==> src/rtl/axi_lite_master_if.sv <==
// AXI-lite bus bundle between a single-outstanding master and its slave.
// The master modport drives address/data valids and the response readies.
interface axi_lite_master_if #(
   parameter int ADDR_W = 8,
   parameter int DATA_W = 32
);
   logic                  awvalid, awready;
   logic [ADDR_W-1:0]     awaddr;
   logic                  wvalid, wready;
   logic [DATA_W-1:0]     wdata;
   logic [DATA_W/8-1:0]   wstrb;
   logic                  bvalid, bready;
   logic [1:0]            bresp;
   logic                  arvalid, arready;
   logic [ADDR_W-1:0]     araddr;
   logic                  rvalid, rready;
   logic [DATA_W-1:0]     rdata;
   logic [1:0]            rresp;

   modport master (
      output awvalid, awaddr, wvalid, wdata, wstrb, bready, arvalid, araddr, rready,
      input  awready, wready, bvalid, bresp, arready, rvalid, rdata, rresp
   );
   modport slave (
      input  awvalid, awaddr, wvalid, wdata, wstrb, bready, arvalid, araddr, rready,
      output awready, wready, bvalid, bresp, arready, rvalid, rdata, rresp
   );
endinterface

==> src/rtl/axi_lite_master.sv <==
// Command/response front end issuing one AXI-lite read or write at a time.
// Define AXI_LITE_MASTER_TIMEOUT_EN to add an 8-bit per-state watchdog.
module axi_lite_master #(
   parameter int ADDR_W    = 8,
   parameter int DATA_W    = 32,
   parameter int TO_CYCLES = 255
) (
   input  logic              clk,
   input  logic              rst_n,
   input  logic              cmd_valid,
   output logic              cmd_ready,
   input  logic              cmd_write,
   input  logic [ADDR_W-1:0] cmd_addr,
   input  logic [DATA_W-1:0] cmd_wdata,
   output logic              rsp_valid,
   input  logic              rsp_ready,
   output logic [DATA_W-1:0] rsp_rdata,
   output logic              rsp_err,
   axi_lite_master_if.master bus
);
   localparam logic [2:0] IDLE = 3'd0;
   localparam logic [2:0] WR   = 3'd1;
   localparam logic [2:0] WB   = 3'd2;
   localparam logic [2:0] RD_A = 3'd3;
   localparam logic [2:0] RD_R = 3'd4;
   localparam logic [2:0] RSP  = 3'd5;

   logic [2:0] state, nxt;
   logic       to_hit, to_fire, aw_fin, w_fin;

   // In WR a low valid means that channel already completed.
   assign aw_fin = !bus.awvalid || bus.awready;
   assign w_fin  = !bus.wvalid  || bus.wready;

   assign cmd_ready   = (state == IDLE);
   assign rsp_valid   = (state == RSP);
   assign bus.bready  = (state == WB);
   assign bus.rready  = (state == RD_R);
   assign bus.arvalid = (state == RD_A);
   assign bus.wstrb   = '1;

`ifdef AXI_LITE_MASTER_TIMEOUT_EN
   logic [7:0] wd;
   logic       busy;
   assign busy   = (state == WR) || (state == WB) || (state == RD_A) || (state == RD_R);
   assign to_hit = busy && (wd == 8'(TO_CYCLES - 1));

   always_ff @(posedge clk or negedge rst_n) begin
      if (!rst_n)                     wd <= '0;
      else if (nxt != state || !busy) wd <= '0;
      else                            wd <= wd + 8'd1;
   end
`else
   assign to_hit = 1'b0;
`endif

   always_comb begin
      nxt     = state;
      to_fire = 1'b0;
      case (state)
         IDLE:    if (cmd_valid) nxt = cmd_write ? WR : RD_A;
         WR:      if (aw_fin && w_fin) nxt = WB;
         WB:      if (bus.bvalid) nxt = RSP;
         RD_A:    if (bus.arready) nxt = RD_R;
         RD_R:    if (bus.rvalid) nxt = RSP;
         RSP:     if (rsp_ready) nxt = IDLE;
         default: nxt = IDLE;
      endcase
      // Watchdog only fires when the current state made no progress.
      if (to_hit && nxt == state) begin
         to_fire = 1'b1;
         nxt     = RSP;
      end
   end

   always_ff @(posedge clk or negedge rst_n) begin
      if (!rst_n) begin
         state       <= IDLE;
         bus.awvalid <= 1'b0;
         bus.wvalid  <= 1'b0;
         bus.awaddr  <= '0;
         bus.araddr  <= '0;
         bus.wdata   <= '0;
         rsp_rdata   <= '0;
         rsp_err     <= 1'b0;
      end else begin
         state <= nxt;
         case (state)
            IDLE: if (cmd_valid) begin
               if (cmd_write) begin
                  bus.awaddr  <= cmd_addr;
                  bus.wdata   <= cmd_wdata;
                  bus.awvalid <= 1'b1;
                  bus.wvalid  <= 1'b1;
               end else begin
                  bus.araddr  <= cmd_addr;
               end
            end
            WR: begin
               if (bus.awready) bus.awvalid <= 1'b0;
               if (bus.wready)  bus.wvalid  <= 1'b0;
            end
            WB: if (bus.bvalid) begin
               rsp_err   <= (bus.bresp != 2'b00);
               rsp_rdata <= '0;
            end
            RD_R: if (bus.rvalid) begin
               rsp_err   <= (bus.rresp != 2'b00);
               rsp_rdata <= bus.rdata;
            end
            default: ;
         endcase
         if (to_fire) begin
            bus.awvalid <= 1'b0;
            bus.wvalid  <= 1'b0;
            rsp_err     <= 1'b1;
            rsp_rdata   <= '0;
         end
      end
   end
endmodule
==> src/flat_wrapper.sv <==
// flat-port wrapper written by rule: the top's interface ports become plain ports
module axi_lite_master_flat 
#(
   parameter int ADDR_W    = 8,
   parameter int DATA_W    = 32,
   parameter int TO_CYCLES = 255
)
  (clk, rst_n, cmd_valid, cmd_ready, cmd_write, cmd_addr, cmd_wdata, rsp_valid, rsp_ready, rsp_rdata, rsp_err, bus_awvalid, bus_awaddr, bus_wvalid, bus_wdata, bus_wstrb, bus_bready, bus_arvalid, bus_araddr, bus_rready, bus_awready, bus_wready, bus_bvalid, bus_bresp, bus_arready, bus_rvalid, bus_rdata, bus_rresp);
  axi_lite_master_if #(.ADDR_W(ADDR_W), .DATA_W(DATA_W)) bus_i ();
  input  logic clk;
  input  logic rst_n;
  input  logic cmd_valid;
  output logic cmd_ready;
  input  logic cmd_write;
  input  logic [ADDR_W-1:0] cmd_addr;
  input  logic [DATA_W-1:0] cmd_wdata;
  output logic rsp_valid;
  input  logic rsp_ready;
  output logic [DATA_W-1:0] rsp_rdata;
  output logic rsp_err;
  output wire logic [$bits(bus_i.awvalid)-1:0] bus_awvalid;
  output wire logic [$bits(bus_i.awaddr)-1:0] bus_awaddr;
  output wire logic [$bits(bus_i.wvalid)-1:0] bus_wvalid;
  output wire logic [$bits(bus_i.wdata)-1:0] bus_wdata;
  output wire logic [$bits(bus_i.wstrb)-1:0] bus_wstrb;
  output wire logic [$bits(bus_i.bready)-1:0] bus_bready;
  output wire logic [$bits(bus_i.arvalid)-1:0] bus_arvalid;
  output wire logic [$bits(bus_i.araddr)-1:0] bus_araddr;
  output wire logic [$bits(bus_i.rready)-1:0] bus_rready;
  input wire logic [$bits(bus_i.awready)-1:0] bus_awready;
  input wire logic [$bits(bus_i.wready)-1:0] bus_wready;
  input wire logic [$bits(bus_i.bvalid)-1:0] bus_bvalid;
  input wire logic [$bits(bus_i.bresp)-1:0] bus_bresp;
  input wire logic [$bits(bus_i.arready)-1:0] bus_arready;
  input wire logic [$bits(bus_i.rvalid)-1:0] bus_rvalid;
  input wire logic [$bits(bus_i.rdata)-1:0] bus_rdata;
  input wire logic [$bits(bus_i.rresp)-1:0] bus_rresp;
  assign bus_awvalid = bus_i.awvalid;
  assign bus_awaddr = bus_i.awaddr;
  assign bus_wvalid = bus_i.wvalid;
  assign bus_wdata = bus_i.wdata;
  assign bus_wstrb = bus_i.wstrb;
  assign bus_bready = bus_i.bready;
  assign bus_arvalid = bus_i.arvalid;
  assign bus_araddr = bus_i.araddr;
  assign bus_rready = bus_i.rready;
  assign bus_i.awready = bus_awready;
  assign bus_i.wready = bus_wready;
  assign bus_i.bvalid = bus_bvalid;
  assign bus_i.bresp = bus_bresp;
  assign bus_i.arready = bus_arready;
  assign bus_i.rvalid = bus_rvalid;
  assign bus_i.rdata = bus_rdata;
  assign bus_i.rresp = bus_rresp;
  axi_lite_master #(.ADDR_W(ADDR_W), .DATA_W(DATA_W), .TO_CYCLES(TO_CYCLES)) u_core (.clk(clk), .rst_n(rst_n), .cmd_valid(cmd_valid), .cmd_ready(cmd_ready), .cmd_write(cmd_write), .cmd_addr(cmd_addr), .cmd_wdata(cmd_wdata), .rsp_valid(rsp_valid), .rsp_ready(rsp_ready), .rsp_rdata(rsp_rdata), .rsp_err(rsp_err), .bus(bus_i));
endmodule
==> config.mk <==
export PLATFORM = sky130hd
export DESIGN_NAME = axi_lite_master_flat
export DESIGN_NICKNAME = d
export VERILOG_FILES = /design/src/rtl/axi_lite_master_if.sv /design/src/rtl/axi_lite_master.sv /design/src/flat_wrapper.sv
export SDC_FILE = /design/constraint.sdc
export NUM_CORES = 1
export LEC_CHECK = 0
export CAP_MARGIN = 20
export CORE_MARGIN = 1.5
export CORE_UTILIZATION = 40
export CTS_CLUSTER_DIAMETER = 100
export CTS_CLUSTER_SIZE = 8
export DETAILED_ROUTE_END_ITERATION = 8
export DONT_BUFFER_PORTS = 1
export HOLD_SLACK_MARGIN = 0.06
export PLACE_DENSITY = 0.64
export SLEW_MARGIN = 20
export SYNTH_ARGS = -nofsm -noshare
export SYNTH_HDL_FRONTEND = slang
export SYNTH_SLANG_ARGS = --single-unit
==> constraint.sdc <==
create_clock -name clk -period 3.38 [get_ports clk]
set_clock_uncertainty 0.05 [all_clocks]
set_input_delay 0.676 -clock clk [delete_from_list [all_inputs] [get_ports clk]]
set_output_delay 0.676 -clock clk [all_outputs]
set_load 0.02 [all_outputs]
==> impl_metrics.xml, run 1 <==
<?xml version="1.0" encoding="UTF-8"?>
<metrics>
  <group name="yosys">
    <metric name="yosysUniqueCellTypes" unit="">31</metric>
    <metric name="yosys_top_cell_area_share" unit="%">60.2</metric>
    <metric name="synthesis.area_per_instance" unit="µm²">15.7</metric>
    <metric name="yosysSeqAreaShare" unit="%">60.2</metric>
    <metric name="yosys.area.top_type" unit="">dfrtp_1</metric>
    <metric name="yosysWarnings" unit="">0</metric>
    <metric name="postSynthRegisterBits" unit="">86</metric>
    <metric name="synthesis.area" unit="µm²">3570</metric>
    <metric name="netlist_instances" unit="">227</metric>
    <metric name="synth.area.top_cells" unit="">dfrtp_1, mux2_4, a22o_1</metric>
  </group>
  <group name="critical_path">
    <metric name="worstPathArrival" unit="ps">1740</metric>
    <metric name="critical_path.startpoint_type" unit="">register</metric>
    <metric name="regToRegStartpoint" unit="">u_core.state[1]$_DFFE_PN0P_</metric>
    <metric name="critPathCaptureType" unit="">primary output</metric>
    <metric name="worstRegToRegCells" unit="">3</metric>
    <metric name="startpoint_to_endpoint_class_of_the_critical_path" unit="">reg2out</metric>
    <metric name="timing.critical_path.max_delay_family" unit="">simple AND/OR/NAND/NOR gates</metric>
    <metric name="crit_path_largest_cell_delay" unit="ps">670</metric>
    <metric name="cp_slowest_cell" unit="">nor3b_1</metric>
    <metric name="crit_path_max_fo" unit="">10</metric>
    <metric name="setup.reg_to_reg.worst_slack" unit="ps">1060</metric>
    <metric name="start_point_of_the_critical_path" unit="">u_core.state[0]$_DFFE_PN0P_</metric>
    <metric name="buffers_and_inverters_on_the_worst_path" unit="">1</metric>
    <metric name="critPathRequiredTime" unit="ps">2650</metric>
    <metric name="path_cells" unit="">inv_1, nor3b_1</metric>
    <metric name="rr_endpoint" unit="">u_core.bus.wdata[17]$_DFFE_PN0P_</metric>
  </group>
  <group name="clock_network">
    <metric name="cts_tree" unit="">yes</metric>
    <metric name="cts_inserted_buffers" unit="">9</metric>
    <metric name="cts.path.max_buffers" unit="">2</metric>
    <metric name="worstSkewPairLatency" unit="ps">340</metric>
    <metric name="cts_root_buffer" unit="">clkbuf_8</metric>
    <metric name="clk_pin_slew" unit="ps">90</metric>
    <metric name="htreeDepth" unit="">3</metric>
    <metric name="clock_sink_total" unit="">86</metric>
  </group>
  <group name="timing">
    <metric name="finalHoldViolations" unit="">0</metric>
    <metric name="tightest_slew" unit="ps">805</metric>
    <metric name="fmaxAchievable" unit="MHz">406</metric>
    <metric name="finalMaxSlewViolations" unit="">0</metric>
    <metric name="max_slew_margin" unit="%">46.3</metric>
    <metric name="tns" unit="ps">0</metric>
    <metric name="worst_hold_slack_after_final_layout" unit="ps">175</metric>
    <metric name="final_period_minus_worst_setup_slack" unit="ps">2460</metric>
    <metric name="rsz0062_at_grt" unit="">no</metric>
    <metric name="setup_viol" unit="">0</metric>
    <metric name="final_min_period_over_clock_period" unit="%">72.8</metric>
  </group>
  <group name="routing">
    <metric name="drt_first_iter_violations" unit="">107</metric>
    <metric name="drtAntennaViolNets" unit="">0</metric>
    <metric name="via_per_inst" unit="">5.50</metric>
    <metric name="num_vias" unit="">1858</metric>
    <metric name="route.final.wire_length" unit="µm">6840</metric>
    <metric name="drt-wirelength-per-cell" unit="µm">20.2</metric>
    <metric name="detailed_router_iteration_count_before_antenna_repair" unit="">3</metric>
    <metric name="drc_errors" unit="">0</metric>
  </group>
  <group name="outcome">
    <metric name="run_status" unit="">finished clean</metric>
  </group>
  <group name="final_layout">
    <metric name="n_antenna_cell" unit="">0</metric>
    <metric name="final_common_cell" unit="">dfrtp_1</metric>
    <metric name="flow.area_growth_from_synthesis" unit="%">6.30</metric>
    <metric name="post_route_cells_drive_above_1_share" unit="%">32.2</metric>
    <metric name="final_cells" unit="">338</metric>
    <metric name="design_area" unit="µm²">3800</metric>
    <metric name="num-nets-final" unit="">311</metric>
    <metric name="mostFrequentLayoutCells" unit="">dfrtp_1, mux2_4, a22o_1, mux2_2, clkbuf_8</metric>
  </group>
  <group name="power_and_ir_drop">
    <metric name="power.density_cell_area" unit="nW/µm²">1070</metric>
    <metric name="cellLeakagePower" unit="µW">0.00182</metric>
    <metric name="power.switching" unit="µW">1620</metric>
    <metric name="total_power" unit="µW">4060</metric>
    <metric name="power.sequential.fraction" unit="%">58.4</metric>
    <metric name="worst_ir_drop_vdd" unit="mV">0.405</metric>
    <metric name="pwr-share-comb" unit="%">23.4</metric>
    <metric name="clock_power_share" unit="%">18.2</metric>
    <metric name="cellInternalPower" unit="µW">2440</metric>
    <metric name="switching_share" unit="%">39.9</metric>
  </group>
  <group name="min_path">
    <metric name="worst_hold_path_type" unit="">in2async</metric>
  </group>
  <group name="global_routing">
    <metric name="global_route_wire_length_before_repair" unit="µm">10700</metric>
    <metric name="global_route.usage.total" unit="%">14.5</metric>
    <metric name="grt.overflow.total" unit="">0</metric>
    <metric name="pin_count_of_the_biggest_net_entering_global_routing" unit="">87</metric>
    <metric name="first_global_vias" unit="">1955</metric>
    <metric name="grt_antenna_before_repair" unit="">0</metric>
  </group>
  <group name="floorplan">
    <metric name="floorplan.die_area" unit="µm²">9510</metric>
    <metric name="initial_utilization" unit="%">41.2</metric>
    <metric name="placement_rows" unit="">34</metric>
    <metric name="fp.dieH" unit="µm">97.5</metric>
    <metric name="top_level_ports" unit="">178</metric>
    <metric name="die-width" unit="µm">97.5</metric>
    <metric name="coreArea" unit="µm²">8680</metric>
  </group>
  <group name="placed_design">
    <metric name="hpwlAfterDp" unit="µm">4720</metric>
    <metric name="port_buffer_count" unit="">0</metric>
    <metric name="dp.cells" unit="">321</metric>
    <metric name="post_place_cell_area" unit="µm²">3560</metric>
    <metric name="place.gp.congestion" unit="">0.703</metric>
  </group>
  <group name="flow_run">
    <metric name="cap_violations" unit="">0</metric>
  </group>
</metrics>
[Yosys cell counts (all sizes together)]
cell type and instances:
nand2 3, buf 18, dfrtp 86, inv 4, a22oi 2, a211oi 1, a21oi 3, nand2b 1
and2b 1, a32oi 1, a22o 33, mux2i 1, nor3 2, o21ai 3, nor2b 4, nor3b 3
and2 1, mux2 50, conb 1, nor4b 1, nand3 3, nor2 5
[layout make-up]
cell class	count	area [µm²]
Clock buffer	10	138
Fill cell	780	4880
Tap cell	108	135
Timing Repair Buffer	2	35.0
Inverter	4	15.0
Clock inverter	6	68.8
Sequential cell	86	2150
Multi-Input combinational cell	122	1250
[power by group through the flow]
| stage | clock [µW] | combinational, µW | sequential [µW] |
|---|---|---|---|
| detailed placement | 0 | 949 | 2390 |
| finish | 738 | 950 | 2370 |
| global placement | 0 | 910 | 2380 |
| CTS | 777 | 971 | 2380 |
| floorplan | 0 | 946 | 2240 |
| global route | 820 | 1040 | 2430 |
[timing repair]
item / 4_1_cts / 5_1_grt
buffers inserted: 0 / 0
gates resized for setup: 0 / 0
endpoints found under the hold margin: 86 / 0
hold buffers: 1 / 0
[kinds of logic (layout without fill, tap and decap cells)]
kind of cell | Yosys count | after routing | synth area share [%]
compound gates | 43 | 43 | 9.81
buf+inv | 22 | 22 | 4.97
flops | 86 | 86 | 60.2
mux | 51 | 51 | 20.0
other cells | 1 | 4 | 0.105
simple gates | 24 | 24 | 4.83
[metal layers]
metal | wire length [µm] | GRT usage, % | vias up
met4 | 135 | 7.25 | 0
met1 | 2750 | 17.7 | 931
met2 | 3330 | 22.4 | 107
li1 | - | - | 808
met3 | 625 | 5.61 | 12
met5 | 0 | 0 | -
[worst max-delay path by stage]
stage	end	slack, ps	cells past startpoint
3_3_place_gp	u_core.bus.wdata[15]$_DFFE_PN0P_	1060	3
2_1_floorplan	rsp_valid	1560	3
3_5_place_dp	u_core.bus.wdata[11]$_DFFE_PN0P_	1040	3
6_report	rsp_valid	920	2
4_1_cts	rsp_valid	870	2
5_1_grt	rsp_valid	770	2
[stage by stage]
stage / util, % / setup WS, ps
after floorplan: - / 1560
after global placement: 41.1 / 1060
after detailed placement: 41.1 / 1040
after CTS: 43.8 / 866
after global routing: 43.8 / 772
final: 43.8 / 918
[sequential cells by signal, indices dropped and copies added, names as in the netlist]
name and flops:
u_core.bus.awvalid 1, u_core.state 3, u_core.rsp_err 1, u_core.bus.awaddr 8, u_core.bus.araddr 8, u_core.rsp_rdata 32, u_core.bus.wdata 32, u_core.bus.wvalid 1
Note: power is estimated with default switching activity, not from simulation.
==> run 2: changes to the inputs <==
clock period = 2.5 ns   (was 3.38 ns; I/O delays follow)
==> impl_metrics.xml, run 2 (synthesis gave the netlist of run 1 again) <==
<?xml version="1.0" encoding="UTF-8"?>
<metrics>
  <group name="outcome">
    <metric name="run_status" unit="">complete, but fails checks</metric>
    <metric name="failed_checks" unit="">negative hold slack</metric>
  </group>
  <group name="placed_design">
    <metric name="place.gp.congestion" unit="">0.719</metric>
    <metric name="dp.cells" unit="">326</metric>
    <metric name="hpwlAfterDp" unit="µm">4590</metric>
    <metric name="port_buffer_count" unit="">0</metric>
  </group>
  <group name="power_and_ir_drop">
    <metric name="power.switching" unit="µW">2190</metric>
    <metric name="pwr-share-comb" unit="%">22.8</metric>
    <metric name="worst_ir_drop_vdd" unit="mV">0.574</metric>
    <metric name="switching_share" unit="%">38.5</metric>
    <metric name="power.sequential.fraction" unit="%">56.1</metric>
    <metric name="cellInternalPower" unit="µW">3510</metric>
    <metric name="power.density_cell_area" unit="nW/µm²">1470</metric>
    <metric name="clock_power_share" unit="%">21.2</metric>
    <metric name="cellLeakagePower" unit="µW">0.00186</metric>
  </group>
  <group name="timing">
    <metric name="worst_hold_slack_after_final_layout" unit="ps">-224</metric>
    <metric name="tightest_slew" unit="ps">502</metric>
    <metric name="max_slew_margin" unit="%">66.5</metric>
    <metric name="tns" unit="ps">0</metric>
    <metric name="finalMaxSlewViolations" unit="">0</metric>
    <metric name="setup_viol" unit="">0</metric>
    <metric name="final_min_period_over_clock_period" unit="%">83.6</metric>
    <metric name="final_period_minus_worst_setup_slack" unit="ps">2090</metric>
    <metric name="rsz0062_at_grt" unit="">no</metric>
    <metric name="fmaxAchievable" unit="MHz">479</metric>
    <metric name="finalHoldViolations" unit="">86</metric>
  </group>
  <group name="final_layout">
    <metric name="final_cells" unit="">342</metric>
    <metric name="num-nets-final" unit="">315</metric>
    <metric name="mostFrequentLayoutCells" unit="">dfrtp_1, mux2_4, a22o_1, mux2_2, clkbuf_8</metric>
    <metric name="fin_util" unit="%">44.5</metric>
    <metric name="reg.largest.list" unit="">u_core.bus.wdata (32), u_core.rsp_rdata (32)</metric>
    <metric name="multi_input_area" unit="µm²">1250</metric>
    <metric name="post_route_cells_drive_above_1_share" unit="%">33.3</metric>
    <metric name="flow.area_growth_from_synthesis" unit="%">8.20</metric>
    <metric name="final_common_cell" unit="">dfrtp_1</metric>
    <metric name="n_antenna_cell" unit="">0</metric>
    <metric name="fillCellCount" unit="">762</metric>
    <metric name="sequential_cell_area" unit="µm²">2150</metric>
  </group>
  <group name="routing">
    <metric name="detailed_router_iteration_count_before_antenna_repair" unit="">4</metric>
    <metric name="drt_first_iter_violations" unit="">62</metric>
    <metric name="drc_errors" unit="">0</metric>
    <metric name="drt-wirelength-per-cell" unit="µm">19.2</metric>
    <metric name="via_per_inst" unit="">5.41</metric>
    <metric name="num_vias" unit="">1850</metric>
    <metric name="route.final.wire_length" unit="µm">6580</metric>
    <metric name="drtAntennaViolNets" unit="">0</metric>
  </group>
  <group name="clock_network">
    <metric name="cts.repair.resized" unit="">0</metric>
    <metric name="clk_pin_slew" unit="ps">100</metric>
    <metric name="worstSkewPairLatency" unit="ps">350</metric>
    <metric name="cts_setup_buffers" unit="">0</metric>
    <metric name="htreeDepth" unit="">3</metric>
    <metric name="cts_inserted_buffers" unit="">9</metric>
    <metric name="clock_sink_total" unit="">86</metric>
    <metric name="cts_tree" unit="">yes</metric>
    <metric name="cts_root_buffer" unit="">clkbuf_8</metric>
    <metric name="cts.path.max_buffers" unit="">2</metric>
  </group>
  <group name="global_routing">
    <metric name="global_route_wire_length_before_repair" unit="µm">10600</metric>
    <metric name="global_route.usage.total" unit="%">14.4</metric>
    <metric name="first_global_vias" unit="">1996</metric>
    <metric name="grt_antenna_before_repair" unit="">0</metric>
    <metric name="pin_count_of_the_biggest_net_entering_global_routing" unit="">87</metric>
    <metric name="grt.overflow.total" unit="">0</metric>
  </group>
  <group name="critical_path">
    <metric name="rr_endpoint" unit="">u_core.state[1]$_DFFE_PN0P_</metric>
    <metric name="regToRegStartpoint" unit="">u_core.state[1]$_DFFE_PN0P_</metric>
    <metric name="worstPathArrival" unit="ps">1540</metric>
    <metric name="crit_path_max_fo" unit="">10</metric>
    <metric name="startpoint_to_endpoint_class_of_the_critical_path" unit="">reg2out</metric>
    <metric name="setup.reg_to_reg.worst_slack" unit="ps">530</metric>
    <metric name="critical_path.startpoint_type" unit="">register</metric>
    <metric name="critPathCaptureType" unit="">primary output</metric>
    <metric name="worstRegToRegCells" unit="">4</metric>
    <metric name="start_point_of_the_critical_path" unit="">u_core.state[0]$_DFFE_PN0P_</metric>
    <metric name="critPathRequiredTime" unit="ps">1950</metric>
  </group>
  <group name="floorplan">
    <metric name="fp.dieH" unit="µm">97.5</metric>
    <metric name="placement_rows" unit="">34</metric>
    <metric name="floorplan.die_area" unit="µm²">9510</metric>
    <metric name="top_level_ports" unit="">178</metric>
    <metric name="die-width" unit="µm">97.5</metric>
    <metric name="coreArea" unit="µm²">8680</metric>
    <metric name="initial_utilization" unit="%">41.2</metric>
  </group>
  <group name="min_path">
    <metric name="worst_hold_path_type" unit="">in2async</metric>
  </group>
  <group name="flow_run">
    <metric name="cap_violations" unit="">0</metric>
  </group>
</metrics>
## run 2: changes by cell type in the layout (fill, tap and decap cells not counted)
cell        delta
buf_4          +4
bufinv_16      +2
buf_12         +1
buf_16         -1
clkbuf_8       -1
clkinv_2       -1
clkinvlp_4     -1
inv_8          +1
## run 2: how the worst max path moves through the flow
stage | endpoint | cells past startpoint
CTS | rsp_valid | 3
floorplan | u_core.bus.araddr[0]$_DFFE_PN0P_ | 5
global route | rsp_valid | 3
global placement | u_core.state[1]$_DFFE_PN0P_ | 4
finish | rsp_valid | 3
detailed placement | u_core.state[1]$_DFFE_PN0P_ | 4
## run 2: worst max-delay path: stages (launching register included)
cell and delay [ps]:
dfrtp_1 540, inv_1 180, nor3b_1 280, buf_4 190
## run 2: routing by layer
metal  GRT usage, %  vias to the layer above  routed length (µm)
met1           17.6                      923                2730
met5              0                        -                   0
met4           6.48                        0                 102
met3           6.33                        8                 605
met2           22.0                      104                3140
li1               -                      815                   -
## run 2: layout make-up
type                       instances  area share (%)
multi-input combinational        122            32.4
inverter                           4           0.388
sequential                        86            55.7
timing repair buffer               6            1.49
clock buffer                       9            3.20
clock inverter                     7            3.30
tap                              108            3.50
## run 2: per-stage QoR
step / instance area (µm²) / setup WS (ps) / power (µW) / hold WS [ps]
3_5_place_dp: 3610 / 507 / 4530 / 155
6_report: 3860 / 411 / 5700 / -224
5_1_grt: 3860 / 325 / 6010 / -266
3_3_place_gp: 3610 / 548 / 4500 / 156
2_1_floorplan: 3580 / 785 / 4310 / 154
4_1_cts: 3860 / 379 / 5770 / -248
## run 2: power groups by stage
stage	Clock [µW]	Combinational, µW	Sequential [µW]
after floorplan	0	1280	3030
after global placement	0	1270	3220
after detailed placement	0	1310	3220
after CTS	1250	1320	3200
after global routing	1320	1420	3270
final	1210	1300	3190
==> run 3: changes to the inputs <==
clock period = 2.15 ns   (was 2.5 ns; I/O delays follow)
==> impl_metrics.xml, run 3 (synthesis gave the netlist of run 1 again) <==
<?xml version="1.0" encoding="UTF-8"?>
<metrics>
  <group name="routing">
    <metric name="met1_length" unit="µm">2710</metric>
    <metric name="via_per_inst" unit="">5.46</metric>
    <metric name="drt-wirelength-per-cell" unit="µm">19.6</metric>
    <metric name="drt_first_iter_violations" unit="">75</metric>
    <metric name="top_layer" unit="">met4</metric>
    <metric name="drtAntennaViolNets" unit="">0</metric>
    <metric name="wl_met2" unit="µm">3200</metric>
    <metric name="route.final.wire_length" unit="µm">6740</metric>
    <metric name="num_vias" unit="">1872</metric>
    <metric name="detailed_router_iteration_count_before_antenna_repair" unit="">4</metric>
    <metric name="wl_met3" unit="µm">712</metric>
    <metric name="drc_errors" unit="">0</metric>
  </group>
  <group name="floorplan">
    <metric name="initial_utilization" unit="%">41.2</metric>
    <metric name="coreArea" unit="µm²">8680</metric>
    <metric name="floorplan.die_area" unit="µm²">9510</metric>
    <metric name="fp.dieH" unit="µm">97.5</metric>
    <metric name="top_level_ports" unit="">178</metric>
    <metric name="die-width" unit="µm">97.5</metric>
    <metric name="placement_rows" unit="">34</metric>
  </group>
  <group name="timing">
    <metric name="worst_hold_slack_after_final_layout" unit="ps">-281</metric>
    <metric name="final_min_period_over_clock_period" unit="%">92.6</metric>
    <metric name="fmaxAchievable" unit="MHz">503</metric>
    <metric name="setup_viol" unit="">0</metric>
    <metric name="rsz0062_at_grt" unit="">no</metric>
    <metric name="finalMaxSlewViolations" unit="">0</metric>
    <metric name="tns" unit="ps">0</metric>
    <metric name="final_period_minus_worst_setup_slack" unit="ps">1990</metric>
    <metric name="finalHoldViolations" unit="">86</metric>
    <metric name="final_critical_path_setup_slack" unit="ps">160</metric>
  </group>
  <group name="final_layout">
    <metric name="reg.largest.list" unit="">u_core.bus.wdata (32), u_core.rsp_rdata (32)</metric>
    <metric name="final_common_cell" unit="">dfrtp_1</metric>
    <metric name="final_cells" unit="">343</metric>
    <metric name="post_route_cells_drive_above_1_share" unit="%">33.6</metric>
    <metric name="num-nets-final" unit="">316</metric>
    <metric name="mostFrequentLayoutCells" unit="">dfrtp_1, mux2_4, a22o_1, mux2_2, clkbuf_8</metric>
    <metric name="fillCellCount" unit="">788</metric>
    <metric name="flow.area_growth_from_synthesis" unit="%">6.80</metric>
    <metric name="n_antenna_cell" unit="">0</metric>
  </group>
  <group name="critical_path">
    <metric name="path_cells" unit="">nand2b_1, nor2_1</metric>
    <metric name="critical_path.startpoint_type" unit="">register</metric>
    <metric name="crit_path_max_fo" unit="">11</metric>
    <metric name="startpoint_to_endpoint_class_of_the_critical_path" unit="">reg2out</metric>
    <metric name="cp_slowest_cell" unit="">dfrtp_1</metric>
    <metric name="critPathCaptureType" unit="">primary output</metric>
    <metric name="worstPathArrival" unit="ps">1510</metric>
    <metric name="critPathRequiredTime" unit="ps">1670</metric>
    <metric name="buffers_and_inverters_on_the_worst_path" unit="">0</metric>
    <metric name="crit_path_largest_cell_delay" unit="ps">520</metric>
    <metric name="timing.critical_path.max_delay_family" unit="">simple AND/OR/NAND/NOR gates</metric>
  </group>
  <group name="global_routing">
    <metric name="global_route_wire_length_before_repair" unit="µm">10600</metric>
    <metric name="global_route.usage.total" unit="%">14.6</metric>
    <metric name="grt_antenna_before_repair" unit="">0</metric>
    <metric name="pin_count_of_the_biggest_net_entering_global_routing" unit="">87</metric>
    <metric name="first_global_vias" unit="">1913</metric>
    <metric name="grt.overflow.total" unit="">0</metric>
  </group>
  <group name="power_and_ir_drop">
    <metric name="worst_ir_drop_vdd" unit="mV">0.603</metric>
    <metric name="cellLeakagePower" unit="µW">0.00184</metric>
    <metric name="cellInternalPower" unit="µW">3860</metric>
    <metric name="switching_share" unit="%">39.5</metric>
    <metric name="power.switching" unit="µW">2520</metric>
    <metric name="power.density_cell_area" unit="nW/µm²">1670</metric>
    <metric name="pwr-share-comb" unit="%">23.5</metric>
    <metric name="power.sequential.fraction" unit="%">58.4</metric>
    <metric name="clock_power_share" unit="%">18.1</metric>
  </group>
  <group name="flow_run">
    <metric name="cap_violations" unit="">0</metric>
  </group>
  <group name="outcome">
    <metric name="run_status" unit="">complete, but fails checks</metric>
    <metric name="failed_checks" unit="">negative hold slack</metric>
  </group>
  <group name="placed_design">
    <metric name="place.gp.congestion" unit="">0.726</metric>
    <metric name="port_buffer_count" unit="">0</metric>
    <metric name="post-place-ws" unit="ps">409</metric>
    <metric name="hpwlAfterDp" unit="µm">4690</metric>
    <metric name="dp.cells" unit="">327</metric>
  </group>
  <group name="clock_network">
    <metric name="cts.path.max_buffers" unit="">2</metric>
    <metric name="cts_root_buffer" unit="">clkbuf_8</metric>
    <metric name="htreeDepth" unit="">3</metric>
    <metric name="clk_pin_slew" unit="ps">90</metric>
    <metric name="clock_sink_total" unit="">86</metric>
    <metric name="cts_tree" unit="">yes</metric>
    <metric name="worstSkewPairLatency" unit="ps">340</metric>
    <metric name="cts_inserted_buffers" unit="">9</metric>
  </group>
  <group name="min_path">
    <metric name="worst_hold_path_type" unit="">in2async</metric>
  </group>
</metrics>
==> run 3: cell types whose count changed in the layout (fill, tap and decap cells not counted), sizes merged <==
| cell | before | now |
|---|---|---|
| buf | 6 | 7 |
| bufinv | 3 | 1 |
| clkbuf | 9 | 10 |
| clkinv | 1 | 2 |
| clkinvlp | 0 | 1 |
| inv | 7 | 6 |
==> run 3: final timing paths <==
kind / cells past startpoint / to / slack, ps / from
worst min-delay path: 0 / u_core.bus.wdata[0]$_DFFE_PN0P_ / -280 / rst_n
max in group asynchronous: 0 / u_core.rsp_rdata[19]$_DFFE_PN0P_ / 2210 / rst_n
worst min register to register: 1 / u_core.rsp_rdata[15]$_DFFE_PN0P_ / 610 / u_core.rsp_rdata[15]$_DFFE_PN0P_
worst max-delay path: 2 / bus_bready / 160 / u_core.state[2]$_DFFE_PN0P_
min in group clk: 1 / u_core.bus.wvalid$_DFFE_PN0P_ / 130 / bus_wready
worst max register to register: 5 / u_core.rsp_rdata[21]$_DFFE_PN0P_ / 410 / u_core.state[1]$_DFFE_PN0P_
==> run 3: power groups by stage <==
stage	clock [µW]	sequential, µW	combinational (µW)
floorplan	0	3520	1490
global placement	0	3750	1470
detailed placement	0	3750	1530
CTS	1220	3740	1520
global route	1300	3820	1640
finish	1160	3730	1500
==> run 3: cell type report <==
class                      count  area, µm²  area share (%)
sequential                    86       2150            56.4
multi-input combinational    122       1250            32.9
clock buffer                  10        138            3.61
tap                          108        135            3.54
clock inverter                 6       68.8            1.80
timing repair buffer           7       52.6            1.38
inverter                       4       15.0           0.394
==> run 3: metrics by stage <==
step	utilization, %	instance area, µm²	total power, µW
6_report	44.0	3810	6380
3_5_place_dp	41.6	3610	5280
5_1_grt	44.0	3810	6760
3_3_place_gp	41.6	3610	5220
2_1_floorplan	-	3580	5010
4_1_cts	44.0	3810	6480
==> run 3: layer usage <==
layer | vias up | GRT usage (%)
met1 | 937 | 17.6
li1 | 814 | -
met3 | 9 | 7.99
met4 | 0 | 5.60
met2 | 112 | 21.8
met5 | - | 0
==> run 3: what timing repair did <==
action,in CTS,in global routing
setup buffers,0,0
hold endpoints to repair,86,86
gates resized for setup,0,0
